[config.mk]
export PLATFORM = sky130hd
export DESIGN_NAME = wordle_guess_ctrl
export DESIGN_NICKNAME = d
export VERILOG_FILES = /design/src/rtl/wordle_guess_ctrl.sv
export SDC_FILE = /design/constraint.sdc
export NUM_CORES = 1
export LEC_CHECK = 0
export BUFFER_PORTS_ARGS = -buffer_cell sky130_fd_sc_hd__buf_2
export CORE_MARGIN = 1.5
export CORE_UTILIZATION = 58
export CTS_BUF_LIST = sky130_fd_sc_hd__clkbuf_4
export CTS_CLUSTER_SIZE = 24
export DETAILED_ROUTE_END_ITERATION = 8
export PLACE_DENSITY = 0.95
export SYNTH_ARGS = -nofsm -noshare
export SYNTH_HDL_FRONTEND = slang
export SYNTH_SLANG_ARGS = --single-unit
[constraint.sdc]
create_clock -name i_clk -period 5.2 [get_ports i_clk]
set_clock_uncertainty 0.05 [all_clocks]
set_input_delay 0.52 -clock i_clk [delete_from_list [all_inputs] [get_ports i_clk]]
set_output_delay 0.52 -clock i_clk [all_outputs]
set_load 0.005 [all_outputs]
[src/rtl/wordle_guess_ctrl.sv]
// Wordle guess-entry sequencer: collects keyboard letters into a guess buffer,
// hands full guesses to the checker and counts attempts until a win or loss.
module wordle_guess_ctrl #(
  parameter int WORD_LEN  = 5,
  parameter int MAX_GUESS = 6
) (
  input  logic                  i_clk,
  input  logic                  i_reset,
  input  logic                  i_start,
  input  logic                  i_ack,
  input  logic                  i_sel,
  input  logic                  i_del,
  input  logic                  i_enter,
  input  logic [7:0]            i_curr_letter,
  input  logic                  i_chk_done,
  input  logic                  i_chk_win,
  output logic [8*WORD_LEN-1:0] o_guess,
  output logic [2:0]            o_len,
  output logic [2:0]            o_attempt,
  output logic                  o_chk_req,
  output logic                  o_kbd_start,
  output logic                  o_win,
  output logic                  o_lose,
  output logic                  o_q_i,
  output logic                  o_q_entry,
  output logic                  o_q_check,
  output logic                  o_q_done
);

  typedef enum logic [3:0] {
    QI     = 4'b1000,
    QENTRY = 4'b0100,
    QCHECK = 4'b0010,
    QDONE  = 4'b0001
  } state_t;

  localparam logic [2:0] LEN_FULL     = 3'(WORD_LEN);
  localparam logic [2:0] LAST_ATTEMPT = 3'(MAX_GUESS);

  state_t                r_state, w_state_next;
  logic [8*WORD_LEN-1:0] r_guess, w_guess_next;
  logic [2:0]            r_len, w_len_next;
  logic [2:0]            r_attempt, w_attempt_next;
  logic                  r_kbd_start, w_kbd_start_next;
  logic                  r_win, w_win_next;
  logic                  r_lose, w_lose_next;
  logic                  w_is_letter;

  assign w_is_letter = (i_curr_letter >= 8'h41) && (i_curr_letter <= 8'h5A);

  always_ff @(posedge i_clk or posedge i_reset) begin
    if (i_reset) begin
      r_state     <= QI;
      r_guess     <= '0;
      r_len       <= 3'd0;
      r_attempt   <= 3'd0;
      r_kbd_start <= 1'b0;
      r_win       <= 1'b0;
      r_lose      <= 1'b0;
    end else begin
      r_state     <= w_state_next;
      r_guess     <= w_guess_next;
      r_len       <= w_len_next;
      r_attempt   <= w_attempt_next;
      r_kbd_start <= w_kbd_start_next;
      r_win       <= w_win_next;
      r_lose      <= w_lose_next;
    end
  end

  always_comb begin
    w_state_next     = r_state;
    w_guess_next     = r_guess;
    w_len_next       = r_len;
    w_attempt_next   = r_attempt;
    w_kbd_start_next = 1'b0;
    w_win_next       = r_win;
    w_lose_next      = r_lose;
    case (r_state)
      QI: begin
        if (i_start) begin
          w_state_next     = QENTRY;
          w_guess_next     = '0;
          w_len_next       = 3'd0;
          w_attempt_next   = 3'd0;
          w_win_next       = 1'b0;
          w_lose_next      = 1'b0;
          w_kbd_start_next = 1'b1;
        end
      end
      QENTRY: begin
        // Strict pulse priority: an asserted Enter blocks Del/Sel even when refused.
        if (i_enter) begin
          if (r_len == LEN_FULL) w_state_next = QCHECK;
        end else if (i_del) begin
          if (r_len != 3'd0) begin
            w_len_next = r_len - 3'd1;
            for (int i = 0; i < WORD_LEN; i++) begin
              if (3'(i) == r_len - 3'd1) w_guess_next[8*(WORD_LEN-1-i) +: 8] = 8'h00;
            end
          end
        end else if (i_sel) begin
          if ((r_len < LEN_FULL) && w_is_letter) begin
            w_len_next = r_len + 3'd1;
            for (int i = 0; i < WORD_LEN; i++) begin
              if (3'(i) == r_len) w_guess_next[8*(WORD_LEN-1-i) +: 8] = i_curr_letter;
            end
          end
        end
      end
      QCHECK: begin
        if (i_chk_done) begin
          w_attempt_next = r_attempt + 3'd1;
          if (i_chk_win) begin
            w_state_next = QDONE;
            w_win_next   = 1'b1;
          end else if (r_attempt + 3'd1 == LAST_ATTEMPT) begin
            w_state_next = QDONE;
            w_lose_next  = 1'b1;
          end else begin
            w_state_next = QENTRY;
            w_guess_next = '0;
            w_len_next   = 3'd0;
          end
        end
      end
      QDONE: begin
        if (i_ack) w_state_next = QI;
      end
      default: w_state_next = QI;
    endcase
  end

  assign o_guess     = r_guess;
  assign o_len       = r_len;
  assign o_attempt   = r_attempt;
  assign o_kbd_start = r_kbd_start;
  assign o_win       = r_win;
  assign o_lose      = r_lose;
  // Request and one-hot flags come straight off the state flops, so reset drops them at once.
  assign o_chk_req   = r_state[1];
  assign o_q_i       = r_state[3];
  assign o_q_entry   = r_state[2];
  assign o_q_check   = r_state[1];
  assign o_q_done    = r_state[0];

endmodule

==> qor.yml, run 1 <==
logic_synthesis:
  synthesis.nets: 236
  ys_ff_latch: 53
  synth.distinct_cells: 43
  ys_top_cells_by_area: "dfrtp_1 51%, mux2_1 7.9%, ha_1 4.9%"
  ys.flop_type: "dfrtp_1"
  yosysTopAreaCell: "dfrtp_1"
  ys_seq_area_share_pct: 51.8
  ys.warnings.count: 0
  synth.most_common_cell: "dfrtp_1"
  synthArstFlopShare_pct: 100
  synthTopCellsByCount: "52 x dfrtp_1, 18 x mux2_1, 17 x and2_1, 12 x nor2_1"
  avgSynthCellArea_um2: 12.3
  synth_edf_count: 0
  synth_top_area_share_pct: 50.7
  syn_inst: 209
  synth_area_um2: 2560
worst_setup_path:
  cp_slowest_cell: "or4b_1"
  critPathMaxFanout: 13
  path_cells: "or4b_1 > a21oi_1 > o21ai_1 > or4b_4 > a21o_1 > mux2_4"
  start_kind: "register"
  max_stage_delay_ns: 0.85
  crit_arrival_ns: 2.96
  cp-end-kind: "register"
  critical_path_class: "reg -> reg"
  required_ns: 5.43
run:
  drv_cap: 0
drt:
  postRouteWirelength_mm: 5.16
  vias: 1825
  drc: 0
  drt-wirelength-per-cell_um: 15.6
  dr.pass1.iters: 4
  drt_iter0_drc: 102
  ant_nets: 0
  vias_per_cell: 5.53
clock_tree:
  ctsResizeCount: 0
  cts_tree: "built"
  cts_setup_buffers: 0
  cts_made_buffers: 5
  clk_latency_ns: 0.37
  cts_htree_levels: 2
  root_buffer: "clkbuf_4"
  ctsLongestPathBuffers: 2
  cts_hold_buf: 0
  cts_sinks: 53
  path_clk_slew_ns: 0.16
floorplan:
  io_pins: 71
  fp.dieW_um: 69.5
  die_y_um: 69.5
  rows: 24
  core_area_um2: 4290
  die-area_um2: 4830
  initial_core_util_pct: 59.7
pwr:
  p_per_area_nw_per_um2: 511
  vdd_drop_max_v: 0.000292
  leakagePower_nw: 1.64
layout:
  diodes: 0
  num-fill-cells: 339
  layout.cells.non_filler: 330
  drive_above_1_share_pct: 37.1
  multi_input_area_um2: 1150
  final_nets: 304
  syn_to_final_growth_pct: 16.0
  regArea_um2: 1330
timing:
  rsz0062_at_grt: "false"
  timing.final.crit_share_pct: 52.6
  fmax_ghz: 0.366
  drv_slew: 0
  setup_viol: 0
  worst_slew_pin_slew_ns: 1.07
  layout_min_cycle_time_ns: 2.73
  setup_tns_ns: 0
  slew_headroom_pct: 28.9
  hold_viol: 0
global_route:
  use_met3_pct: 5.09
  grt_max_degree: 54
  grt_pass1_vias: 1691
  top_usage_layer: "met2"
  antenna_found_initial: 0
  gr-usage-met2_pct: 34.7
  overflow: 0
  grt_pass1_wl_mm: 8.24
  grtUsageMet1_pct: 29.5
  grt_use_total_pct: 21.8
placement:
  place_inst: 322
  numPortBuffers: 70
  hpwl_mm: 3.87
  routabilityCongestion: 0.994
worst_hold_path:
  hp-class: "in -> reg"
status:
  outcome: "completed"
-- logic make-up after synthesis --
family | synth area share [%]
AO/OA/AOI/OAI | 10.3
XOR/XNOR | 1.02
adder cells (fa/ha/maj) | 4.88
buffers and inverters | 3.41
flip-flops | 51.8
multiplexers | 14.5
AND/OR/NAND/NOR | 14.1
-- report_power, final --
| group | switching, mW | internal [mW] | total, mW |
|---|---|---|---|
| registers | 0.106 | 0.535 | 0.641 |
| clock network | 0.135 | 0.0561 | 0.191 |
| logic | 0.349 | 0.340 | 0.690 |
| total | 0.590 | 0.931 | 1.52 |
-- placed cells by master (no fill, tap or decap), drive strengths merged, types with 4 or more instances in the layout --
cell,synthesis,final
buf,7,70
dfrtp,52,52
mux2,31,31
and2,17,17
nor2,12,12
nand2,10,10
ha,10,10
o21ai,9,9
a21oi,8,8
nand3,6,6
inv,5,6
clkbuf,2,5
o22ai,4,4
nor4b,4,4
-- layer usage --
metal	vias to the layer above	part of all wire [%]
met5	-	0
met4	0	2.1
met3	11	3.8
met2	50	49
met1	888	45
li1	876	-
-- through the flow --
| step | total power, mW | hold WS, ns | util, % | cell area, um^2 | worst slack [ns] |
|---|---|---|---|---|---|
| after CTS | 1.53 | 0.270 | 69.3 | 2980 | 2.47 |
| after global placement | 1.31 | 0.413 | 67.8 | 2910 | 2.56 |
| after floorplan | 1.14 | 0.428 | - | 2560 | 2.73 |
| after global routing | 1.62 | 0.268 | 69.3 | 2980 | 2.37 |
| after detailed placement | 1.34 | 0.418 | 67.8 | 2910 | 2.47 |
| final | 1.52 | 0.284 | 69.3 | 2980 | 2.47 |
-- critical path: cells and delay by family, from the launching register on --
kind / cells / cell delay [ns]
AND/OR/NAND/NOR: 2 / 1.12
AO/OA/AOI/OAI: 3 / 0.63
multiplexers: 1 / 0.34
flip-flops: 1 / 0.51
-- registers in the layout (all words and copies together) (netlist names) --
signal / flops
o_guess: 40
o_lose: 1
o_len: 3
o_win: 1
o_kbd_start: 1
o_attempt: 3
r_state: 4
-- worst paths after layout --
| kind | depth (start not counted) | end | slack, ns | from |
|---|---|---|---|---|
| max in group asynchronous | 2 | o_guess[36]$_DFFE_PP0P_ | 4.11 | i_reset |
| worst max register to register | 6 | o_guess[24]$_DFFE_PP0P_ | 2.47 | r_state[1]$_DFFE_PP0P_ |
| min in group asynchronous | 2 | r_state[1]$_DFFE_PP0P_ | 0.35 | i_reset |
| worst min register to register | 1 | o_guess[21]$_DFFE_PP0P_ | 0.46 | o_guess[21]$_DFFE_PP0P_ |
| worst min-delay path | 2 | r_state[3]$_DFFE_PP1P_ | 0.28 | i_start |
| worst max-delay path | 6 | o_guess[24]$_DFFE_PP0P_ | 2.47 | r_state[1]$_DFFE_PP0P_ |
-- layout make-up --
type / count / area share (%)
sequential: 53 / 44.6
timing repair buffer: 70 / 11.8
tap: 52 / 2.19
inverter: 5 / 0.631
clock buffer: 5 / 1.26
multi-input combinational: 142 / 38.6
clock inverter: 3 / 0.883
Note: power is estimated with default switching activity, not from simulation.
==> inputs of run 2 (changes only) <==
CORE_UTILIZATION = 54   (was 58)
PLACE_DENSITY = 0.91   (was 0.95)
clock period = 2.6 ns   (was 5.2 ns; I/O delays follow)
==> run 2 against run 1 <==
  * Sequential share of layout area is 1.6 points lower
  * Register-to-register slack worse by 2.4 ns
  * Final area is 3.8% higher
  * Largest cell class unchanged
==> qor.yml, run 2 (same netlist as run 1, synthesis figures left out) <==
status:
  outcome: "completed"
worst_hold_path:
  hold_start: "i_chk_done"
  whs_path_depth: 2
  hold_end: "r_state[1]$_DFFE_PP0P_"
  hp-class: "in -> reg"
floorplan:
  fp.dieW_um: 71.9
  io_pins: 71
  rows: 24
  die_y_um: 71.9
  core_area_um2: 4470
  initial_core_util_pct: 57.3
  die-area_um2: 5170
worst_setup_path:
  cp_slowest_cell: "or4b_4"
  max_stage_delay_ns: 0.59
  path_cells: "ha_2 > xor2_1 > o211ai_2 > o21ai_1 > or4b_4 > a21o_2 > mux2_4"
  reg2reg_to: "o_guess[28]$_DFFE_PP0P_"
  crit_buf_inv: 0
  required_ns: 2.84
  r2r_cells: 7
  crit_arrival_ns: 2.75
  cp-end-kind: "register"
  critical_path_class: "reg -> reg"
  rrSetupSlack_ns: 0.09
  r2r_start: "o_attempt[0]$_DFFE_PP0P_"
  crit_family: "compound AO/OA/AOI/OAI gates"
  critPathMaxFanout: 8
  start_kind: "register"
layout:
  final_nets: 318
  largest_register_ffs: 40
  drive_above_1_share_pct: 40.4
  diodes: 0
  syn_to_final_growth_pct: 20.4
  regArea_um2: 1330
  final_cell_mix: "70 x buf_2, 52 x dfrtp_1, 18 x mux2_1, 17 x and2_1, 12 x nor2_1"
  num-fill-cells: 329
  multi_input_area_um2: 1150
  final_common_cell: "buf_2"
  layout.cells.non_filler: 344
global_route:
  overflow: 0
  antenna_found_initial: 0
  grt_pass1_wl_mm: 8.67
  grt_use_total_pct: 21.7
  grt_max_degree: 28
  grt_pass1_vias: 1826
placement:
  hpwl_mm: 3.97
  routabilityCongestion: 0.883
  place_inst: 330
  numPortBuffers: 70
drt:
  dr.pass1.iters: 4
  drt_iter0_drc: 171
  drc: 0
  vias: 1902
  ant_nets: 0
  drt-wirelength-per-cell_um: 15.9
  vias_per_cell: 5.53
  postRouteWirelength_mm: 5.45
clock_tree:
  cts_tree: "built"
  cts_made_buffers: 5
  root_buffer: "clkbuf_4"
  cts_htree_levels: 2
  cts_sinks: 53
  path_clk_slew_ns: 0.17
  ctsLongestPathBuffers: 2
  clk_latency_ns: 0.38
run:
  drv_cap: 0
timing:
  layout_min_cycle_time_ns: 2.51
  setup_tns_ns: 0
  setup_viol: 0
  hold_viol: 0
  drv_slew: 0
  worst_slew_pin_slew_ns: 0.549
  fin_worst_hold_slack_ns: 0.0942
  timing.final.crit_share_pct: 96.5
  slew_headroom_pct: 63.3
  fmax_ghz: 0.399
pwr:
  p_per_area_nw_per_um2: 1020
  vdd_drop_max_v: 0.000551
  leakagePower_nw: 1.70
run 2: cell types whose count changed in the layout (fill, tap and decap cells not counted), sizes merged:
cell,delta
buf,+11
dlygate4sd3,+2
clkbuf,+1
run 2: power breakdown:
group          switching (mW)  total (mW)  leakage, nW  internal (mW)
combinational           0.745        1.50        0.945          0.759
sequential              0.193        1.26        0.727           1.07
clock                   0.285       0.397       0.0293          0.112
run 2: timing repair:
item | 4_1_cts | 5_1_grt
hold endpoints to repair | 26 | 0
setup endpoints to repair | 0 | 30
setup buffers | 0 | 4
hold buffers | 2 | 0
resized for setup | 0 | 3
run 2: area by class of cell:
type,instances,area share [%]
Sequential cell,53,43.0
Clock inverter,3,0.851
Inverter,5,0.608
Clock buffer,5,1.22
Tap cell,52,2.11
Timing Repair Buffer,84,14.8
Multi-Input combinational cell,142,37.4
run 2: worst max path at each step:
stage                                   from                       to  depth (start not counted)
floorplan           o_attempt[0]$_DFFE_PP0P_  o_guess[24]$_DFFE_PP0P_                          9
global placement    o_attempt[0]$_DFFE_PP0P_  o_guess[28]$_DFFE_PP0P_                          7
detailed placement  o_attempt[0]$_DFFE_PP0P_  o_guess[30]$_DFFE_PP0P_                          7
CTS                 o_attempt[0]$_DFFE_PP0P_  o_guess[28]$_DFFE_PP0P_                          7
global route        o_attempt[0]$_DFFE_PP0P_   o_guess[6]$_DFFE_PP0P_                          7
finish              o_attempt[0]$_DFFE_PP0P_  o_guess[28]$_DFFE_PP0P_                          7
run 2: stage by stage:
step | cell area (um^2) | setup slack [ns] | util (%) | power [mW]
after floorplan | 2560 | 0.129 | - | 2.29
after global placement | 2970 | 0.106 | 66.4 | 2.66
after detailed placement | 2970 | 0.0365 | 66.4 | 2.71
after CTS | 3060 | 0.0146 | 68.3 | 3.11
after global routing | 3090 | -0.00546 | 69.0 | 3.36
final | 3090 | 0.0912 | 69.0 | 3.16
run 2: per-layer routing:
layer,share of wire (%),track usage (%)
met5,0,0
met4,0.90,6.92
met3,4.0,4.03
met2,51,36.9
met1,44,28.3
